--- config.mk ---
export PLATFORM = sky130hd
export DESIGN_NAME = muldiv_unit
export DESIGN_NICKNAME = d
export VERILOG_FILES = /design/src/rtl/muldiv_pkg.sv /design/src/rtl/muldiv_sign_fix.sv /design/src/rtl/muldiv_unit.sv
export SDC_FILE = /design/constraint.sdc
export NUM_CORES = 1
export LEC_CHECK = 0
export BUFFER_PORTS_ARGS = -buffer_cell sky130_fd_sc_hd__buf_4
export CAP_MARGIN = 20
export CORE_ASPECT_RATIO = 1.25
export CORE_MARGIN = 2
export CORE_UTILIZATION = 52
export CTS_BUF_LIST = sky130_fd_sc_hd__clkbuf_2
export DETAILED_ROUTE_END_ITERATION = 10
export PLACE_DENSITY = 0.69
export SYNTH_ARGS = -nofsm -noshare
export SYNTH_HDL_FRONTEND = slang
export SYNTH_SLANG_ARGS = --single-unit
--- constraint.sdc ---
create_clock -name clk -period 4.1 [get_ports clk]
set_clock_uncertainty 0.2 [all_clocks]
set_input_delay 0.205 -clock clk [delete_from_list [all_inputs] [get_ports clk]]
set_output_delay 0.205 -clock clk [all_outputs]
set_load 0.02 [all_outputs]
--- src/rtl/muldiv_pkg.sv ---
// Shared op codes, state encoding and default width for the iterative multiply/divide unit.
package muldiv_pkg;

  localparam int WIDTH_DEF = 32;

  localparam logic [2:0] OP_MULT  = 3'b000;
  localparam logic [2:0] OP_MULTU = 3'b001;
  localparam logic [2:0] OP_DIV   = 3'b010;
  localparam logic [2:0] OP_DIVU  = 3'b011;
  localparam logic [2:0] OP_MTHI  = 3'b100;
  localparam logic [2:0] OP_MTLO  = 3'b101;

  typedef enum logic [1:0] {
    ST_IDLE   = 2'd0,
    ST_CALC   = 2'd1,
    ST_FINISH = 2'd2
  } state_t;

  function automatic logic op_is_signed(input logic [2:0] op);
    return (op == OP_MULT) || (op == OP_DIV);
  endfunction

endpackage

--- src/rtl/muldiv_sign_fix.sv ---
// Combinational conditional two's-complement negate; with neg tied to the sign bit it is an abs().
module muldiv_sign_fix #(
  parameter int WIDTH = 32
) (
  input  logic [WIDTH-1:0] din,
  input  logic             neg,
  output logic [WIDTH-1:0] dout
);

  localparam logic [WIDTH-1:0] ONE = WIDTH'(1);

  assign dout = neg ? (~din + ONE) : din;

endmodule

--- src/rtl/muldiv_unit.sv ---
// Iterative MULT/MULTU/DIV/DIVU into HI/LO with MTHI/MTLO writes.
// Optional macro MULDIV_EARLY_TERM_EN ends multiplies once the multiplier magnitude is exhausted.
module muldiv_unit
  import muldiv_pkg::*;
#(
  parameter int WIDTH = WIDTH_DEF,
  parameter int CNT_W = 6
) (
  input  logic             clk,
  input  logic             rst_n,
  input  logic             start,
  input  logic [2:0]       op,
  input  logic [WIDTH-1:0] srcA,
  input  logic [WIDTH-1:0] srcB,
  output logic             busy,
  output logic             done,
  output logic             divZero,
  output logic [WIDTH-1:0] hi,
  output logic [WIDTH-1:0] lo
);

  state_t             state;
  logic [CNT_W-1:0]   cnt;
  logic [2*WIDTH-1:0] acc;     // product accumulator, or {remainder, quotient}
  logic [2*WIDTH-1:0] mcand;
  logic [WIDTH-1:0]   opb;     // multiplier (shifts) or divisor (static)
  logic               is_div;
  logic               divz;
  logic               neg_res;
  logic               neg_rem;

  logic             sgn;
  logic [WIDTH-1:0] abs_a;
  logic [WIDTH-1:0] abs_b;

  assign sgn = op_is_signed(op);

  muldiv_sign_fix #(.WIDTH(WIDTH)) u_abs_a (
    .din (srcA),
    .neg (sgn & srcA[WIDTH-1]),
    .dout(abs_a)
  );

  muldiv_sign_fix #(.WIDTH(WIDTH)) u_abs_b (
    .din (srcB),
    .neg (sgn & srcB[WIDTH-1]),
    .dout(abs_b)
  );

  logic [2*WIDTH-1:0] prod_fix;
  logic [WIDTH-1:0]   quot_fix;
  logic [WIDTH-1:0]   rem_fix;

  muldiv_sign_fix #(.WIDTH(2*WIDTH)) u_fix_prod (
    .din (acc),
    .neg (neg_res),
    .dout(prod_fix)
  );

  muldiv_sign_fix #(.WIDTH(WIDTH)) u_fix_quot (
    .din (acc[WIDTH-1:0]),
    .neg (neg_res),
    .dout(quot_fix)
  );

  muldiv_sign_fix #(.WIDTH(WIDTH)) u_fix_rem (
    .din (acc[2*WIDTH-1:WIDTH]),
    .neg (neg_rem),
    .dout(rem_fix)
  );

  // Restoring divide step: remainder needs one spare bit after the shift, plus a borrow bit.
  logic [WIDTH:0]     rem_sh;
  logic [WIDTH+1:0]   diff;
  logic [2*WIDTH-1:0] div_next;
  logic [2*WIDTH-1:0] mul_next;
  logic [WIDTH-1:0]   mplier_next;
  logic               calc_end;

  assign rem_sh      = acc[2*WIDTH-1:WIDTH-1];
  assign diff        = {1'b0, rem_sh} - {2'b00, opb};
  assign div_next    = diff[WIDTH+1] ? {rem_sh[WIDTH-1:0], acc[WIDTH-2:0], 1'b0}
                                     : {diff[WIDTH-1:0],  acc[WIDTH-2:0], 1'b1};
  assign mul_next    = opb[0] ? (acc + mcand) : acc;
  assign mplier_next = opb >> 1;

`ifdef MULDIV_EARLY_TERM_EN
  assign calc_end = (cnt == CNT_W'(1)) || (!is_div && (mplier_next == '0));
`else
  assign calc_end = (cnt == CNT_W'(1));
`endif

  always_ff @(posedge clk or negedge rst_n) begin
    if (!rst_n) begin
      state   <= ST_IDLE;
      cnt     <= '0;
      acc     <= '0;
      mcand   <= '0;
      opb     <= '0;
      is_div  <= 1'b0;
      divz    <= 1'b0;
      neg_res <= 1'b0;
      neg_rem <= 1'b0;
      busy    <= 1'b0;
      done    <= 1'b0;
      divZero <= 1'b0;
      hi      <= '0;
      lo      <= '0;
    end else begin
      done    <= 1'b0;
      divZero <= 1'b0;
      case (state)
        // Accept a new request; ops that need iteration latch magnitudes and signs.
        ST_IDLE: begin
          if (start) begin
            case (op)
              OP_MTHI: hi <= srcA;
              OP_MTLO: lo <= srcA;
              OP_MULT, OP_MULTU: begin
                acc     <= '0;
                mcand   <= {{WIDTH{1'b0}}, abs_a};
                opb     <= abs_b;
                neg_res <= sgn & (srcA[WIDTH-1] ^ srcB[WIDTH-1]);
                neg_rem <= 1'b0;
                is_div  <= 1'b0;
                divz    <= 1'b0;
                cnt     <= CNT_W'(WIDTH);
                busy    <= 1'b1;
                state   <= ST_CALC;
              end
              OP_DIV, OP_DIVU: begin
                is_div  <= 1'b1;
                busy    <= 1'b1;
                neg_res <= sgn & (srcA[WIDTH-1] ^ srcB[WIDTH-1]);
                neg_rem <= sgn & srcA[WIDTH-1];
                opb     <= abs_b;
                cnt     <= CNT_W'(WIDTH);
                if (srcB == '0) begin
                  divz  <= 1'b1;
                  acc   <= {srcA, {WIDTH{1'b1}}};
                  state <= ST_FINISH;
                end else begin
                  divz  <= 1'b0;
                  acc   <= {{WIDTH{1'b0}}, abs_a};
                  state <= ST_CALC;
                end
              end
              default: ;
            endcase
          end
        end
        // One shift-add or shift-subtract per cycle.
        ST_CALC: begin
          if (is_div) begin
            acc <= div_next;
          end else begin
            acc   <= mul_next;
            mcand <= mcand << 1;
            opb   <= mplier_next;
          end
          cnt <= cnt - CNT_W'(1);
          if (calc_end) state <= ST_FINISH;
        end
        // Sign correction and the single HI/LO write.
        ST_FINISH: begin
          if (divz) begin
            hi <= acc[2*WIDTH-1:WIDTH];
            lo <= acc[WIDTH-1:0];
          end else if (is_div) begin
            hi <= rem_fix;
            lo <= quot_fix;
          end else begin
            hi <= prod_fix[2*WIDTH-1:WIDTH];
            lo <= prod_fix[WIDTH-1:0];
          end
          done    <= 1'b1;
          divZero <= divz;
          busy    <= 1'b0;
          state   <= ST_IDLE;
        end
        default: state <= ST_IDLE;
      endcase
    end
  end

endmodule
# Word level (Yosys, flattened, before mapping)
# Cells that the tools add are included.
[totals] out_inout_bits=67 register_bits=239 elab_cells=115 in_bits=70
[classes] mux=47 bitwise=9 n_eq_ne=17 addsub=8 n_reduce_logical=20
[ops] op="64-bit two-way mux" n=9
[ops] op="32-bit two-way mux" n=15
[ops] op="64-bit one-hot mux with 2 select lines" n=3
[ops] op="32-bit one-hot mux with 2 select lines" n=3
[ops] op="32-bit by 1-bit adder with 32-bit output, second input constant" n=4
[ops] op="32-bit NOT" n=4
[ops] op="64-bit by 1-bit adder with 64-bit output, second input constant" n=1
[ops] op="64-bit adder" n=1
[ops] op="64-bit NOT" n=1
[ops] op="33-bit by 32-bit subtractor with 34-bit output" n=1
[ops] op="32-bit zero test" n=1
[ops] op="3-bit AND reduction" n=7
[ops] op="6-bit two-way mux" n=2
[ops] op="6-bit one-hot mux with 2 select lines" n=1
[ops] op="4-bit AND reduction" n=3
[ops] op="2-bit != test, second input constant" n=4
[ops] op="1-bit one-hot mux with 2 select lines" n=4
[ops] op="2-bit one-hot mux with 2 select lines" n=2
[ops] op="3-bit by 2-bit == test with 1-bit output, second input constant" n=2
[ops] op="3-bit == test, second input constant" n=2
[ops] op="6-bit by 1-bit == test with 1-bit output, second input constant" n=1
[ops] op="2-bit two-way mux" n=3
[ops] op="2-bit by 1-bit != test with 1-bit output, second input constant" n=3
[ops] op="2-bit nonzero test" n=3
[ops] op="other kinds (14)" n=21

# Logic depth before layout (Yosys ltp)
[logic_depth] ltp_word=8 mapped_depth=14 depth_no_buf=12

# Cells and area by module
# From an unflattened synthesis, not the netlist that was laid out.
[hier_totals] hier_cells=3036 hier_area_um2=23130.9
[modules_own_cells] mod="muldiv_unit" seq_area_each_um2=5980.7 n_inst=1 cells_each=2434 area_each_um2=18373.9
[modules_own_cells] mod="muldiv_sign_fix at u_abs_a ..." seq_area_each_um2=0.0 n_inst=4 cells_each=99 area_each_um2=777.0
[modules_own_cells] mod="muldiv_sign_fix at u_fix_prod" seq_area_each_um2=0.0 n_inst=1 cells_each=206 area_each_um2=1649.1

# Worst setup path before layout
# No wires, ideal clock.
[synth_path] path_kind="flip-flop to flip-flop" startpoint="reg acc[0]" endpoint="reg acc[62]" arrival_time_ns=3.076 period_less_slack_ns=3.352 required_time_ns=3.824 stages_incl_launch_ff=12 n_path_buf=0 slack_ns=0.748 cell_sequence="dfrtp_1 > ha_1 > fa_1 > a21o_1 > a221o_1 > a22oi_1 > o2111ai_1 > a41oi_2 > o21ai_1 > mux2_2 > o31a_1 > o21ai_1"
[synth_between] elab_chain_cells=4
[synth_rtl] element="from (decl)" line="muldiv_unit.sv:24" source="logic [2*WIDTH-1:0] acc;"
[synth_rtl] element="from (signal assigned)" line="muldiv_unit.sv:140" source="acc <= {srcA, {WIDTH{1'b1}}};"
[synth_rtl] element="from (signal assigned)" line="muldiv_unit.sv:144" source="acc <= {{WIDTH{1'b0}}, abs_a};"
[synth_rtl] element="from (signal assigned)" line="muldiv_unit.sv:155" source="acc <= div_next;"
[synth_rtl] element="64-bit adder" line="muldiv_unit.sv:84" source="assign mul_next = opb[0] ? (acc + mcand) : acc;"
[synth_rtl] element="64-bit two-way mux" line="muldiv_unit.sv:84"
[synth_rtl] element="64-bit two-way mux" line="muldiv_unit.sv:154" source="if (is_div) begin"
[synth_rtl] element="64-bit one-hot mux with 2 select lines" line="muldiv_unit.sv:112" source="case (state)"
# No other way between the ends. The select of a mux whose other input is x is not followed.
# A chain may end at the register's enable or synchronous reset.

# Final worst setup path
[layout_path] startpoint="in srcB[6]" endpoint="reg opb[29]"
[layout_between] elab_chain_cells=6
[layout_rtl] element="from (decl)" line="muldiv_unit.sv:14" source="input logic [WIDTH-1:0] srcB,"
[layout_rtl] element="32-bit NOT" line="muldiv_sign_fix.sv:12" source="assign dout = neg ? (~din + ONE) : din;"
[layout_rtl] element="32-bit by 1-bit adder with 32-bit output" line="muldiv_sign_fix.sv:12"
[layout_rtl] element="32-bit two-way mux" line="muldiv_sign_fix.sv:12"
[layout_rtl] element="32-bit two-way mux" line="muldiv_unit.sv:116" source="case (op)"
[layout_rtl] element="32-bit two-way mux" line="muldiv_unit.sv:115" source="if (start) begin"
[layout_rtl] element="32-bit one-hot mux with 2 select lines" line="muldiv_unit.sv:112"
[layout_rtl] element="to (signal assigned)" line="muldiv_unit.sv:122" source="opb <= abs_b;"
[layout_rtl] element="to (signal assigned)" line="muldiv_unit.sv:136" source="opb <= abs_b;"
[layout_rtl] element="to (signal assigned)" line="muldiv_unit.sv:159" source="opb <= mplier_next;"
[layout_rtl] element="to (decl)" line="muldiv_unit.sv:26" source="logic [WIDTH-1:0] opb;"
# No other way between the ends. The select of a mux whose other input is x is not followed.

==> flow_results.xml <==
<?xml version="1.0" encoding="UTF-8"?>
<metrics>
  <group name="route">
    <metric name="via_count" unit="">23306</metric>
    <metric name="avgViaCountPerCell" unit="">6.48</metric>
    <metric name="drcViolationCount" unit="">0</metric>
    <metric name="route.detailed.wl_per_inst" unit="um">25.8</metric>
    <metric name="postRouteWirelength" unit="um">93000</metric>
    <metric name="drtAntennaViolNets" unit="">0</metric>
    <metric name="firstDrtPassIters" unit="">5</metric>
    <metric name="drt-initial-drc-count" unit="">2320</metric>
  </group>
  <group name="worst_hold_path">
    <metric name="worst_hold_check_path_type" unit="">in -&gt; async</metric>
  </group>
  <group name="final_layout">
    <metric name="final_net_count" unit="">3227</metric>
    <metric name="filler_cells" unit="">3420</metric>
    <metric name="final_cell_area" unit="sq um">24800</metric>
    <metric name="layout-drive-gt1-share" unit="%">12.7</metric>
    <metric name="multiInputGateArea" unit="sq um">13500</metric>
    <metric name="ff_latch_area" unit="sq um">5980</metric>
    <metric name="layout-area-overhead-vs-synth" unit="%">22.1</metric>
  </group>
  <group name="timing">
    <metric name="fin_worst_hold_slack" unit="ns">0.0319</metric>
    <metric name="min_period_over_period" unit="%">101</metric>
    <metric name="fmaxAchievable" unit="MHz">241</metric>
    <metric name="tightestPinTransition" unit="ns">0.812</metric>
    <metric name="finalWorstSetupSlack" unit="ns">-0.0464</metric>
    <metric name="timing.setup.tns" unit="ns">-0.0464</metric>
    <metric name="clock_period_minus_final_worst_setup_slack" unit="ns">4.15</metric>
    <metric name="max_slew_margin" unit="%">45.7</metric>
    <metric name="rsz0062_at_grt" unit="">yes</metric>
    <metric name="final_setup_violating_endpoints" unit="">1</metric>
    <metric name="drv_slew" unit="">0</metric>
    <metric name="hold_viol" unit="">0</metric>
  </group>
  <group name="clock_tree">
    <metric name="numClockSinks" unit="">239</metric>
    <metric name="cts-root-to-sink-buffers" unit="">3</metric>
    <metric name="tritoncts_buffer_count" unit="">72</metric>
    <metric name="cts-htree-levels" unit="">3</metric>
    <metric name="tritoncts" unit="">built</metric>
    <metric name="clock_insertion_delay_worst_skew" unit="ns">1.13</metric>
    <metric name="clk_root_buffer_cell" unit="">sky130_fd_sc_hd__clkbuf_2</metric>
    <metric name="path_clk_slew" unit="ns">0.12</metric>
  </group>
  <group name="floorplanning">
    <metric name="initial_core_util" unit="%">52.4</metric>
    <metric name="row_count" unit="">81</metric>
    <metric name="die_w" unit="um">181</metric>
    <metric name="die_height" unit="um">225</metric>
    <metric name="io_pins" unit="">137</metric>
    <metric name="fp.dieArea" unit="sq um">40700</metric>
    <metric name="design.core.area" unit="sq um">38800</metric>
  </group>
  <group name="synthesis">
    <metric name="netlist_area" unit="sq um">20300</metric>
    <metric name="synth.net_count" unit="">2895</metric>
    <metric name="number_of_register_bits_inferred_by_synthesis" unit="">239</metric>
    <metric name="postSynthAreaPerCell" unit="sq um">7.47</metric>
    <metric name="post_synth_inst_count" unit="">2722</metric>
    <metric name="synth-seq-area-share" unit="%">29.4</metric>
    <metric name="yosys_most_used_dff" unit="">sky130_fd_sc_hd__dfrtp_1</metric>
    <metric name="synth.yosys.warnings" unit="">0</metric>
    <metric name="synthArstFlopShare" unit="%">100</metric>
    <metric name="number_of_flops_mapped_to_enable_cells_by_yosys" unit="">0</metric>
    <metric name="synth_cell_types" unit="">91</metric>
  </group>
  <group name="grt">
    <metric name="grt_pass1_vias" unit="">22655</metric>
    <metric name="grtUsageTotal" unit="%">44.9</metric>
    <metric name="grt_overflow_total" unit="">0</metric>
    <metric name="grt_pass1_wl" unit="um">138000</metric>
    <metric name="grt_antenna_before_repair" unit="">4</metric>
    <metric name="grt_max_degree" unit="">93</metric>
  </group>
  <group name="place">
    <metric name="port-buffer-count" unit="">136</metric>
    <metric name="placed_cell_area" unit="sq um">22100</metric>
    <metric name="gpl.final_weighted_congestion" unit="">1.07</metric>
    <metric name="detailedPlacementHpwl" unit="um">65100</metric>
  </group>
  <group name="worst_setup_path">
    <metric name="critPathRequiredTime" unit="ns">4.84</metric>
    <metric name="crit_path_dat" unit="ns">4.89</metric>
    <metric name="cp_endpoint_kind" unit="">flop</metric>
    <metric name="worst-setup-path-type" unit="">in -&gt; reg</metric>
    <metric name="critical_path.max_fanout" unit="">5</metric>
    <metric name="critical_path.startpoint_type" unit="">primary input</metric>
  </group>
  <group name="status">
    <metric name="run_status" unit="">finished, violations left</metric>
    <metric name="failed_checks" unit="">setup timing</metric>
  </group>
  <group name="power_and_ir_drop">
    <metric name="standby_leakage_power" unit="nW">11.2</metric>
    <metric name="pwr_dens" unit="nW/um^2">804</metric>
    <metric name="power.ir.vdd_worst" unit="mV">0.475</metric>
  </group>
  <group name="flow_run">
    <metric name="maxCapViolCount" unit="">0</metric>
  </group>
</metrics>
## layout make-up
class	instances	share of cell area (%)
flip-flops and latches	239	24.1
inverters	74	1.12
clock inverters	21	0.791
multi-input cells	2237	54.3
repair buffers	430	15.2
clock buffers	98	1.97
diodes	2	0.0201
well taps	498	2.51
## report_power, final
group	leakage [nW]	total [mW]	internal [mW]	switching (mW)
Clock	0.490	2.10	0.893	1.21
Combinational	7.66	13.6	4.77	8.79
Sequential	3.08	4.31	3.26	1.05
## kinds of logic after synthesis
logic type,count (synthesis),synth area share (%)
flip-flops,239,29.4
AO/OA/AOI/OAI,946,28.3
buffers and inverters,246,4.67
XOR/XNOR,183,7.88
multiplexers,25,1.27
AND/OR/NAND/NOR,980,22.1
adder cells (fa/ha/maj),103,6.41
## per-layer routing
layer	vias to the layer above	wire length [um]	global-route usage, %
met5	-	0	0
met4	0	10800	43.8
met3	464	7890	8.97
met2	1382	42000	72.2
met1	10957	32300	49.2
li1	10503	-	-
## worst paths after layout
check,from,to,slack [ns],cells after the start
worst max-delay path,srcB[6],opb[29],-0.05,14
worst min-delay path,rst_n,lo[24],0.03,4
worst max register to register,acc[32],acc[62],0.19,11
worst min register to register,hi[12],hi[12],0.29,2
max in group asynchronous,rst_n,mcand[39],2.76,5
min in group clk,srcA[22],acc[54],0.10,6
## placed cells by master, fill, tap and decap left out, types with 28 or more instances in the layout
cell type	Yosys	routed
sky130_fd_sc_hd__nand2_1	397	395
sky130_fd_sc_hd__a21oi_1	303	303
sky130_fd_sc_hd__o21ai_0	279	278
sky130_fd_sc_hd__nor2_1	261	260
sky130_fd_sc_hd__dfrtp_1	239	238
sky130_fd_sc_hd__buf_4	2	231
sky130_fd_sc_hd__dlygate4sd3_1	0	194
sky130_fd_sc_hd__ha_1	101	101
sky130_fd_sc_hd__clkbuf_2	0	98
sky130_fd_sc_hd__xnor2_1	97	97
sky130_fd_sc_hd__xor2_1	86	86
sky130_fd_sc_hd__inv_1	72	72
sky130_fd_sc_hd__o31ai_1	59	59
sky130_fd_sc_hd__a21o_1	57	56
sky130_fd_sc_hd__nor3_1	55	55
sky130_fd_sc_hd__nand3_1	53	53
sky130_fd_sc_hd__nand4_1	37	37
sky130_fd_sc_hd__a31oi_1	33	33
sky130_fd_sc_hd__and3_1	32	31
sky130_fd_sc_hd__or3_1	28	28
## cell usage after synthesis, drive strengths merged (8+ instances only)
| library cell | instances | area (sq um) |
|---|---|---|
| xor2 | 86 | 753 |
| a31oi | 33 | 206 |
| ha | 101 | 1260 |
| buf | 27 | 128 |
| clkbuf | 145 | 544 |
| or4 | 15 | 120 |
| and2 | 13 | 81.3 |
| mux2i | 19 | 190 |
| or3 | 29 | 186 |
| a21oi | 303 | 1520 |
| nor2 | 262 | 991 |
| xnor2 | 97 | 850 |
| o41ai | 16 | 140 |
| a211oi | 19 | 148 |
| a211o | 8 | 70.1 |
| nor2b | 11 | 68.8 |
| or2 | 11 | 68.8 |
| nand3 | 53 | 265 |
| nand2b | 22 | 140 |
| nor3 | 56 | 292 |
| a21o | 57 | 428 |
| nand2 | 397 | 1490 |
| a21boi | 9 | 67.6 |
| a22oi | 10 | 75.1 |
| a221oi | 16 | 140 |
| dfrtp | 239 | 5980 |
| o31ai | 59 | 443 |
| nand4 | 37 | 231 |
| nor4 | 20 | 165 |
| inv | 73 | 274 |
| and3 | 32 | 200 |
| o21ai | 291 | 1460 |
| o21a | 14 | 105 |
| o21bai | 19 | 143 |
| o211ai | 19 | 143 |
## critical path, cell delays in order
cell                            delay (ns)
sky130_fd_sc_hd__dlygate4sd3_1        0.55
sky130_fd_sc_hd__buf_4                0.16
sky130_fd_sc_hd__or4_1                0.58
sky130_fd_sc_hd__or3_4                0.43
sky130_fd_sc_hd__nor4_4               0.41
sky130_fd_sc_hd__dlygate4sd3_1        0.62
sky130_fd_sc_hd__nand2_1              0.10
sky130_fd_sc_hd__o31ai_1              0.25
sky130_fd_sc_hd__xor2_1               0.16
sky130_fd_sc_hd__dlygate4sd3_1        0.56
sky130_fd_sc_hd__nor2_1               0.05
sky130_fd_sc_hd__dlygate4sd3_1        0.60
sky130_fd_sc_hd__a21oi_1              0.11
sky130_fd_sc_hd__o21ai_0              0.09
## through the flow
stage | total power, mW | cells | utilization, % | setup WS, ns
detailed placement | 17.0 | 3278 | 56.9 | 0.240
finish | 20.0 | 3599 | 64.0 | -0.0464
floorplan | 12.4 | 2722 | - | 0.748
global route | 21.1 | 3598 | 64.0 | -0.238
global placement | 16.9 | 3278 | 56.9 | 0.289
CTS | 19.4 | 3594 | 63.8 | 0.0895
## state kept, by name, indices dropped and copies added (netlist names), 2 cells and up
name	count
hi	32
cnt	6
opb	32
lo	32
state	2
acc	64
mcand	64
## what timing repair did
item                                    in CTS  in global routing
endpoints found under the setup margin       0                 11
hold buffers                               197                  0
setup buffers                                0                  5
endpoints found under the hold margin      443                  0
resized for setup                            0                  9
Power figures use the tool's default switching activity.
